===== config.mk =====
export PLATFORM = sky130hd
export DESIGN_NAME = fetch_stage_flat
export DESIGN_NICKNAME = d
export VERILOG_FILES = /design/src/rtl/fetch_stage_if.sv /design/src/rtl/fetch_stage.sv /design/src/flat_wrapper.sv
export SDC_FILE = /design/constraint.sdc
export NUM_CORES = 1
export LEC_CHECK = 0
export CELL_PAD_IN_SITES_DETAIL_PLACEMENT = 0
export CELL_PAD_IN_SITES_GLOBAL_PLACEMENT = 1
export CORE_ASPECT_RATIO = 0.7
export CORE_MARGIN = 5
export CORE_UTILIZATION = 32
export DETAILED_ROUTE_END_ITERATION = 8
export PLACE_DENSITY_LB_ADDON = 0.3
export SYNTH_ARGS = -nofsm -noshare
export SYNTH_HDL_FRONTEND = slang
export SYNTH_SLANG_ARGS = --single-unit

===== constraint.sdc =====
create_clock -name clk -period 3.1 [get_ports clk]
set_input_delay 0.31 -clock clk [delete_from_list [all_inputs] [get_ports clk]]
set_output_delay 0.31 -clock clk [all_outputs]
set_load 0.005 [all_outputs]

===== src/rtl/fetch_stage_if.sv =====
// Fetch-stage bundle: instruction-memory port, redirect/stall/halt controls and IF/ID register outputs.
// Perf counter signals exist only when FETCH_PERF_CNT_EN is defined.
interface fetch_stage_if;
   logic [31:0] inst_addr;
   logic [31:0] inst;
   logic        stall;
   logic        redirect;
   logic [31:0] redirect_pc;
   logic        halt_req;
   logic [31:0] pc;
   logic [31:0] if_id_inst;
   logic [31:0] if_id_pc4;
   logic        if_id_valid;
   logic        halted;
`ifdef FETCH_PERF_CNT_EN
   logic [31:0] fetch_count;
   logic [31:0] stall_count;
`endif

   modport master (
      output inst_addr, pc, if_id_inst, if_id_pc4, if_id_valid, halted,
`ifdef FETCH_PERF_CNT_EN
      output fetch_count, stall_count,
`endif
      input  inst, stall, redirect, redirect_pc, halt_req
   );

   modport slave (
      input  inst_addr, pc, if_id_inst, if_id_pc4, if_id_valid, halted,
`ifdef FETCH_PERF_CNT_EN
      input  fetch_count, stall_count,
`endif
      output inst, stall, redirect, redirect_pc, halt_req
   );
endinterface


===== src/rtl/fetch_stage.sv =====
// Instruction fetch: owns PC, addresses combinational imem, fills IF/ID; one edge to IF/ID, one-bubble redirect.
// Decode stall holds PC and IF/ID; halt freezes fetch until a redirect. FETCH_PERF_CNT_EN adds fetch/stall counters.
module fetch_stage #(
   parameter logic [31:0] RESET_PC  = 32'h0000_0000,
   parameter int          MEM_DEPTH = 128
) (
   input  logic          clk,
   input  logic          rst,
   fetch_stage_if.master bus
);

   localparam logic [31:0] WRAP_ADDR = 32'(MEM_DEPTH * 4);

   typedef enum logic [1:0] {
      ST_BOOT = 2'd0,
      ST_RUN  = 2'd1,
      ST_HALT = 2'd2
   } state_t;

   state_t      state;
   logic [31:0] pc_q;
   logic [31:0] pc_plus4;
   logic [31:0] next_pc;
   logic [31:0] target_pc;

   assign pc_plus4  = pc_q + 32'd4;
   // Wrap only on sequential increment; redirect targets are taken verbatim.
   assign next_pc   = (pc_plus4 == WRAP_ADDR) ? 32'd0 : pc_plus4;
   assign target_pc = bus.redirect_pc & ~32'd3;

   assign bus.pc        = pc_q;
   assign bus.inst_addr = pc_q >> 2;

   always_ff @(posedge clk) begin
      if (rst) begin
         state           <= ST_BOOT;
         pc_q            <= RESET_PC;
         bus.if_id_inst  <= 32'd0;
         bus.if_id_pc4   <= 32'd0;
         bus.if_id_valid <= 1'b0;
         bus.halted      <= 1'b0;
      end else begin
         case (state)
            ST_BOOT: begin
               state <= ST_RUN;
            end
            ST_RUN: begin
               if (bus.redirect) begin
                  pc_q            <= target_pc;
                  bus.if_id_inst  <= 32'd0;
                  bus.if_id_pc4   <= 32'd0;
                  bus.if_id_valid <= 1'b0;
               end else if (bus.halt_req) begin
                  bus.if_id_inst  <= 32'd0;
                  bus.if_id_pc4   <= 32'd0;
                  bus.if_id_valid <= 1'b0;
                  bus.halted      <= 1'b1;
                  state           <= ST_HALT;
               end else if (!bus.stall) begin
                  bus.if_id_inst  <= bus.inst;
                  bus.if_id_pc4   <= pc_plus4;
                  bus.if_id_valid <= 1'b1;
                  pc_q            <= next_pc;
               end
            end
            ST_HALT: begin
               // IF/ID was flushed on entry, so leaving leaves it empty.
               if (bus.redirect) begin
                  pc_q       <= target_pc;
                  bus.halted <= 1'b0;
                  state      <= ST_RUN;
               end
            end
            default: begin
               state <= ST_BOOT;
            end
         endcase
      end
   end

`ifdef FETCH_PERF_CNT_EN
   always_ff @(posedge clk) begin
      if (rst) begin
         bus.fetch_count <= 32'd0;
         bus.stall_count <= 32'd0;
      end else if (state == ST_RUN && !bus.redirect && !bus.halt_req) begin
         if (bus.stall) begin
            bus.stall_count <= bus.stall_count + 32'd1;
         end else begin
            bus.fetch_count <= bus.fetch_count + 32'd1;
         end
      end
   end
`endif

endmodule


===== src/flat_wrapper.sv =====
// flat-port wrapper written by rule: the top's interface ports become plain ports
module fetch_stage_flat 
#(
   parameter logic [31:0] RESET_PC  = 32'h0000_0000,
   parameter int          MEM_DEPTH = 128
)
  (clk, rst, bus_inst_addr, bus_pc, bus_if_id_inst, bus_if_id_pc4, bus_if_id_valid, bus_halted, bus_inst, bus_stall, bus_redirect, bus_redirect_pc, bus_halt_req);
  fetch_stage_if bus_i ();
  input  logic clk;
  input  logic rst;
  output wire logic [$bits(bus_i.inst_addr)-1:0] bus_inst_addr;
  output wire logic [$bits(bus_i.pc)-1:0] bus_pc;
  output wire logic [$bits(bus_i.if_id_inst)-1:0] bus_if_id_inst;
  output wire logic [$bits(bus_i.if_id_pc4)-1:0] bus_if_id_pc4;
  output wire logic [$bits(bus_i.if_id_valid)-1:0] bus_if_id_valid;
  output wire logic [$bits(bus_i.halted)-1:0] bus_halted;
  input wire logic [$bits(bus_i.inst)-1:0] bus_inst;
  input wire logic [$bits(bus_i.stall)-1:0] bus_stall;
  input wire logic [$bits(bus_i.redirect)-1:0] bus_redirect;
  input wire logic [$bits(bus_i.redirect_pc)-1:0] bus_redirect_pc;
  input wire logic [$bits(bus_i.halt_req)-1:0] bus_halt_req;
  assign bus_inst_addr = bus_i.inst_addr;
  assign bus_pc = bus_i.pc;
  assign bus_if_id_inst = bus_i.if_id_inst;
  assign bus_if_id_pc4 = bus_i.if_id_pc4;
  assign bus_if_id_valid = bus_i.if_id_valid;
  assign bus_halted = bus_i.halted;
  assign bus_i.inst = bus_inst;
  assign bus_i.stall = bus_stall;
  assign bus_i.redirect = bus_redirect;
  assign bus_i.redirect_pc = bus_redirect_pc;
  assign bus_i.halt_req = bus_halt_req;
  fetch_stage #(.RESET_PC(RESET_PC), .MEM_DEPTH(MEM_DEPTH)) u_core (.clk(clk), .rst(rst), .bus(bus_i));
endmodule

== Word level (Yosys, flattened, before mapping) ==
Cells that the tools add are included.
W data, S select, Z words.
Operators by class
  eq/ne operators: 9
  reductions and logical operators: 6
  multiplexer cells: 23
  $add $sub $neg: 1
Operators with widths (number)
  $mux W32: 11
  $pmux W32 S2: 1
  $add A32 B3 Y32 const B: 1
  $eq A32 B10 Y1 const B: 1
  $reduce_and A4 Y1: 2
  $mux W1: 6
  $mux W2: 3
  $ne A2 B2 Y1 const B: 3
  $ne A3 B3 Y1 const B: 2
  $pmux W2 S3: 1
  $ne A3 B1 Y1 const B: 1
  $reduce_and A3 Y1: 1
  $eq A2 B1 Y1 const B: 1
  $eq A2 B2 Y1 const B: 1
  $logic_not A2 Y1: 1
  $pmux W1 S2: 1
  $reduce_and A2 Y1: 1
  $reduce_bool A2 Y1: 1
Storage, ports and cells
  input port bits: 69
  output and inout bits: 130
  logic and storage cells: 45
  register bits: 100

== Logic depth before layout (Yosys ltp) ==
Gate-level depths: netlist of the first run.
  depth after elaboration: 7
  depth in mapped cells: 10
  depth with buffers taken out: 8

== Worst setup path before layout of the first run ==
Ideal clock, no wire load.
  path type: reg2reg
  start: reg u_core.pc_q[2], in the netlist u_core.bus.pc[2]
  end: reg u_core.pc_q[2], in the netlist u_core.bus.pc[2]
  setup time: 0.127 ns
  clock period less this slack: 2.492 ns
  data required time: 2.973 ns
  slack: 0.608 ns
  buffers on the path: 1
  arrival time: 2.365 ns
  cell stages (with the launch flop): 10
  path through: dfxtp_1 -> ha_1 -> nand3_2 -> or3_1 -> buf_2 -> o21ai_0 -> and4b_1 -> o211ai_2 -> nor4_2 -> o21ai_1
On the way
  cells in the longest elaborated chain, start to end: 7
RTL lines
  start, declared: line fetch_stage.sv:21  | logic [31:0] pc_q;
  start signal, assigned: line fetch_stage.sv:49  | pc_q <= target_pc;
  start signal, assigned: line fetch_stage.sv:63  | pc_q <= next_pc;
  start signal, assigned: line fetch_stage.sv:69  | pc_q <= target_pc;
  $add A32 B3 Y32 *: line fetch_stage.sv:26  | assign pc_plus4 = pc_q + 32'd4;
  $eq A32 B10 Y1: line fetch_stage.sv:28  | assign next_pc = (pc_plus4 == WRAP_ADDR) ? 32'd0 : pc_plus4;
  $mux W32 *: line fetch_stage.sv:28
  $mux W32 *: line fetch_stage.sv:59  | end else if (!bus.stall) begin
  $mux W32 *: line fetch_stage.sv:53  | end else if (bus.halt_req) begin
  $mux W32 *: line fetch_stage.sv:48  | if (bus.redirect) begin
  $pmux W32 S2 *: line fetch_stage.sv:43  | case (state)
Every way passes the cells marked *; elsewhere a longest branch is shown, timed or not. The select of a mux whose other input is x is not followed.
A chain may end at the register's enable or synchronous reset.

== Worst setup path in the final report of the first run ==
  start: reg u_core.pc_q[4], in the netlist u_core.bus.pc[4]
  end: reg u_core.pc_q[9], in the netlist u_core.bus.pc[9]
Same word-level chain as after synthesis.

==> results.ini, run 1 <==
[outcome]
status = finished clean

[clock_network]
clock-sinks = 97
clock_path_buffers = 2
cts_buffers = 9
postCtsHoldBufs = 0
ctsHtreeMaxLevel = 3
insertion_delay_ps = 350
post_cts_resized = 0
cts_tree = done
root_buffer = clkbuf_16
postCtsSetupRepairBufs = 0
clkTransAtPathRegs_ps = 70

[finish]
final_cells = 1026
antenna_cells = 0
syn_to_final_growth_pct = 41.2
mostFrequentLayoutCell = clkdlybuf4s50_1
final_cell_mix = clkdlybuf4s50_1, nor2_1, dfxtp_1
drive_gt1_frac = 0.0774
finish.net_count = 867

[die]
chipHeight_um = 117
rows = 39
num_io_pins = 199
core_um2 = 16200
die_area_um2 = 19000
start_util = 0.323
die_w_um = 163

[worst_setup_path]
worstPathRequired_ps = 3310
slowest_delay_ps = 600
crit_buf_inv = 0
crit_arrival_ps = 3030
cp-start-kind = flop
r2r-start = u_core.bus.pc[4]
cp_top_family = simple AND/OR/NAND/NOR gates
worst_path_max_delay_cell = or3_1
cp_max_fo = 12
path_class = flop to flop
startpoint = u_core.bus.pc[4]
endpoint_kind = flop
path_cells = nand4_4 > or3_1 > nor3_4 > and4b_1 > o211ai_2 > nor4_2 > o22ai_1

[synth]
synth_top_area_cell = dfxtp_1
synth_edf_count = 0
ys_seq_elements = 97
yosys-top-cells-area = dfxtp_1, a22oi_1, nor2_1
synth_area_um2 = 5220
yosysTopAreaCellShare = 0.372
synthArstFlopShare = 0
ys_warn_count = 0
syn_area_per_cell_um2 = 7.92
yosysSeqAreaShare = 0.372
synth_cell_types = 60
synth_flop_cell = dfxtp_1
syn_inst = 659

[sta]
fmaxAchievable_mhz = 354
rsz0062_at_grt = false
tightest_slew_ps = 703
final.min_clock_period_ps = 2820
slew_headroom = 0.531
clock_skew_ps = 9.95
period_share = 0.911
slew_violations = 0
hold_viol = 0
setup_tns_ps = 0
setup_viol = 0

[route]
remaining_drc_errors = 0
drtPass1Iterations = 4
vias = 5269
ant_nets = 0
routed_wl_um = 18100
drtIter0Drc = 335
routedWlPerCell_um = 17.6
drt-vias-per-instance = 5.14

[global_routing]
grt_usage = 0.182
grt_pass1_wl_um = 27800
grt_pass1_vias = 5107
grt_max_degree = 65
grt_overflow_total = 0
grt_antenna_before_repair = 0

[hold_path]
min_from = rst
hold_path_class = primary input to flop

[power]
p_sw_uw = 821
leakage_nw = 2.58
vdd_drop_max_uv = 246
netSwitchingFraction = 0.273
power.internal_mw = 2.19
p_clk_frac = 0.380
power_mw = 3.01
cellPowerDensity_nw_per_um2 = 408
power_frac_seq = 0.444
pwr-share-comb = 0.176

[placement]
gp_congestion = 0.903
placed_cells = 1010
dpl.hpwl_um = 13300
numPortBuffers = 192

[job]
maxCapViolations = 0

==> per-stage QoR <==
stage | instance area, µm² | hold slack, ps | setup WS [ps] | utilization
after global placement | 7080 | 453 | 313 | 0.438
after floorplan | 5230 | 453 | 608 | -
after global routing | 7380 | 472 | 46.0 | 0.457
final | 7380 | 433 | 275 | 0.457
after CTS | 7380 | 442 | 270 | 0.457
after detailed placement | 7080 | 472 | 266 | 0.438
==> layer usage <==
metal	vias up	global-route usage	wire (µm)
met4	0	0.0464	225
met3	18	0.0406	1180
met1	2522	0.257	8710
met5	-	0	0
met2	171	0.283	7960
li1	2558	-	-
==> area by class of cell <==
class	instances	area [µm²]
fill	1559	8780
timing repair buffer	217	2110
clock inverter	6	67.6
multi-input combinational	466	2730
tap	225	282
inverter	5	18.8
clock buffer	10	229
sequential	97	1940
==> cells in the mapped netlist, drive strengths merged, types with 3 or more instances <==
cell and n:
a211oi 6, a21oi 35, a22o 4, a22oi 68, a31oi 4, and3 7
and4 5, buf 54, clkbuf 40, dfxtp 97, inv 5, nand2 53
nand2b 3, nand3 16, nand4 14, nor2 124, nor2b 3, nor3 16
nor4 9, o21ai 22, o31ai 12, or3 6, xnor2 21, xor2 10
==> worst reg2reg max path, delay by kind of cell, from the launching register on <==
family	cells	cell delay [ps]
AND/OR/NAND/NOR	5	1880
flip-flops	1	590
AO/OA/AOI/OAI	2	220
==> final timing paths <==
check | endpoint | slack (ps) | depth (start not counted)
worst max-delay path | u_core.bus.pc[9] | 280 | 7
worst max register to register | u_core.bus.pc[9] | 280 | 7
worst min register to register | u_core.bus.if_id_valid | 470 | 2
worst min-delay path | u_core.bus.if_id_inst[23] | 430 | 2
==> logic make-up after synthesis <==
family / Yosys count / synth area share
adder cells (fa/ha/maj): 2 / 0.00479
flip-flops: 97 / 0.372
buffers and inverters: 99 / 0.110
other: 1 / 0.000718
AND/OR/NAND/NOR: 266 / 0.249
AO/OA/AOI/OAI: 163 / 0.211
XOR/XNOR: 31 / 0.0520
==> sequential cells by signal, summed over array words and instances, names as in the netlist <==
| register | count |
|---|---|
| u_core.bus.pc | 30 |
| u_core.bus.if_id_inst | 32 |
| u_core.bus.if_id_pc4 | 31 |
| u_core.bus.halted | 1 |
| u_core.bus.if_id_valid | 1 |
| u_core.state | 2 |
==> power groups by stage <==
stage               clock, mW  sequential [mW]  combinational (mW)
finish                   1.14             1.33               0.529
global route             1.22             1.34               0.577
CTS                      1.17             1.33               0.533
floorplan                   0             1.35               0.282
global placement            0             1.36               0.523
detailed placement          0             1.36               0.529
Power figures use the tool's default switching activity.
==> inputs of run 2 (changes only) <==
CORE_UTILIZATION = 45   (was 32)
DONT_BUFFER_PORTS = 1   (was unset)
==> run 2 against run 1 <==
Sequential share of layout area up 9.6 points. Flip-flop and latch count unchanged. First-iteration DRC count down 3.3%. Setup slack better by 18 ps. Final cell count down 25%. Via count down 13%. Wire length down 15%. Clock-buffer cell count up 1. Worst hold slack worse by 400 ps. Sequential power about the same. Critical path type unchanged. Critical endpoint unchanged.
==> results.ini, run 2 (synthesized netlist as in run 1, its figures left out) <==
[outcome]
status = finished clean

[finish]
antenna_cells = 0  ; unchanged
finish.net_count = 683  ; -21%
nFillCells = 1089  ; -30%
multi_input_area_um2 = 2730  ; about the same
largest_reg_flops = 32  ; unchanged
drive_gt1_frac = 0.112  ; +0.0344
syn_to_final_growth_pct = 3.57
mostFrequentLayoutCell = nor2_1
design_area_um2 = 5410  ; -27%
final_cell_mix = nor2_1, dfxtp_1, a22oi_1
seqCellArea_um2 = 1940  ; unchanged
max_flop_register = u_core.bus.if_id_inst

[sta]
fmaxAchievable_mhz = 356  ; +0.65%
setup_viol = 0  ; unchanged
period_share = 0.905  ; -0.00592
hold_viol = 0  ; unchanged
clock_skew_ps = 5.43  ; -4.52 ps
rsz0062_at_grt = false
tightest_slew_ps = 927  ; +224 ps
setup_tns_ps = 0  ; unchanged
slew_violations = 0  ; unchanged
slew_headroom = 0.382  ; -0.149
setup_slack_ps = 293  ; +18.4 ps
final.min_clock_period_ps = 2810  ; -18.4 ps

[clock_network]
cts_buffers = 9  ; unchanged
root_buffer = clkbuf_16
cts_tree = done
insertion_delay_ps = 340  ; about the same
clock-sinks = 97  ; unchanged
clkTransAtPathRegs_ps = 70  ; about the same
postCtsSetupRepairBufs = 0  ; unchanged
ctsHtreeMaxLevel = 3  ; unchanged
postCtsHoldBufs = 0  ; unchanged
post_cts_resized = 0  ; unchanged
clock_path_buffers = 2  ; unchanged

[die]
die_area_um2 = 13900  ; -27%
num_io_pins = 199  ; unchanged
start_util = 0.468  ; +0.144
chipHeight_um = 100  ; -14%
rows = 32  ; -18%
die_w_um = 139  ; -15%
core_um2 = 11200  ; -31%

[hold_path]
min_to = u_core.bus.if_id_pc4[9]
min_path_cells = 1  ; -1
hold_path_class = primary input to flop
min_from = rst

[power]
pwr-share-comb = 0.115  ; -0.061
vdd_drop_max_uv = 267  ; +8.8%
cellPowerDensity_nw_per_um2 = 501  ; +23%
leakage_nw = 1.93  ; -25%
power.internal_mw = 1.97  ; -10%
netSwitchingFraction = 0.274  ; +0.00107
p_sw_uw = 743  ; -9.5%
p_clk_frac = 0.392  ; +0.012
power_frac_seq = 0.492  ; +0.048

[worst_setup_path]
r2r-start = u_core.bus.pc[2]
reg2regPathDepth = 8  ; +1
endpoint_kind = flop
worstReg2RegEnd = u_core.bus.pc[9]
crit_arrival_ps = 3020  ; about the same
startpoint = u_core.bus.pc[2]
cp_max_fo = 8  ; -4
worstPathRequired_ps = 3310  ; about the same
ff2ff_setup_slack_ps = 290  ; +20 ps
cp-start-kind = flop
path_class = flop to flop

[route]
ant_nets = 0  ; unchanged
routedWlPerCell_um = 19.9  ; +13%
drt-vias-per-instance = 5.97  ; +16%
drtPass1Iterations = 5  ; +1
met3_length_um = 1730  ; +47%
top_layer_used = met5
routed_wl_um = 15300  ; -15%
wl_met2_um = 6730  ; -16%
vias = 4597  ; -13%
drtIter0Drc = 324  ; -3.3%
met1_length_um = 6750  ; -23%
remaining_drc_errors = 0  ; unchanged

[job]
maxCapViolations = 0  ; unchanged

[global_routing]
grt_max_degree = 97  ; +49%
grt_usage = 0.218  ; +0.0359
grt_antenna_before_repair = 2  ; +2
grt_pass1_wl_um = 24500  ; -12%
grt_pass1_vias = 4326  ; -15%
grt_overflow_total = 0  ; unchanged

[placement]
place_area_um2 = 5130  ; -28%
dpl.hpwl_um = 11000  ; -17%
numPortBuffers = 0  ; -100%
gp_congestion = 0.862  ; -4.6%
pre_cts_ws_ps = 310  ; +43.7 ps

run 2: worst max-delay path, cell delays in order (launching register included):
cell	delay (ps)
dfxtp_1	490
buf_4	220
nand4_4	170
or4_4	630
xnor2_1	220
a21oi_1	210
nand4_1	150
nor4_2	460
o22ai_1	120
run 2: worst max-delay path by stage:
stage | endpoint | slack [ps] | depth (start not counted)
finish | u_core.bus.pc[9] | 290 | 8
global route | u_core.bus.pc[3] | 100 | 8
CTS | u_core.bus.pc[3] | 290 | 8
detailed placement | u_core.bus.pc[3] | 310 | 8
global placement | u_core.bus.pc[2] | 380 | 8
floorplan | u_core.bus.pc[2] | 610 | 9
run 2: layout make-up:
cell class	count	area share
Clock buffer	11	0.0449
Clock inverter	5	0.00717
Inverter	5	0.00347
Multi-Input combinational cell	466	0.504
Sequential cell	97	0.359
Tap cell	153	0.0354
Timing Repair Buffer	33	0.0458
run 2: routing by layer:
metal	track usage	up-vias
li1	-	2190
met1	0.291	2188
met2	0.329	204
met3	0.0971	11
met4	0.0421	4
met5	0	-
run 2: stage by stage:
| stage | power, mW | std cells | utilization | hold slack (ps) |
|---|---|---|---|---|
| 4_1_cts | 2.74 | 770 | 0.484 | 25.3 |
| 6_report | 2.71 | 770 | 0.484 | 32.8 |
| 5_1_grt | 2.85 | 770 | 0.484 | 21.9 |
| 3_5_place_dp | 1.68 | 754 | 0.459 | 393 |
| 3_3_place_gp | 1.67 | 754 | 0.459 | 389 |
| 2_1_floorplan | 1.63 | 662 | - | 453 |
run 2: power groups by stage:
stage	Sequential, mW	Clock (mW)	Combinational, mW
6_report	1.33	1.06	0.312
5_1_grt	1.34	1.15	0.353
4_1_cts	1.33	1.10	0.313
3_5_place_dp	1.36	0	0.312
3_3_place_gp	1.36	0	0.304
2_1_floorplan	1.35	0	0.282
==> inputs of run 3 (changes only) <==
CTS_CLUSTER_SIZE = 8   (was unset)
GPL_ROUTABILITY_DRIVEN = 0   (was unset)
==> results of run 3 <==
The final DEF is identical to that of run 2; final timing and power are the same.
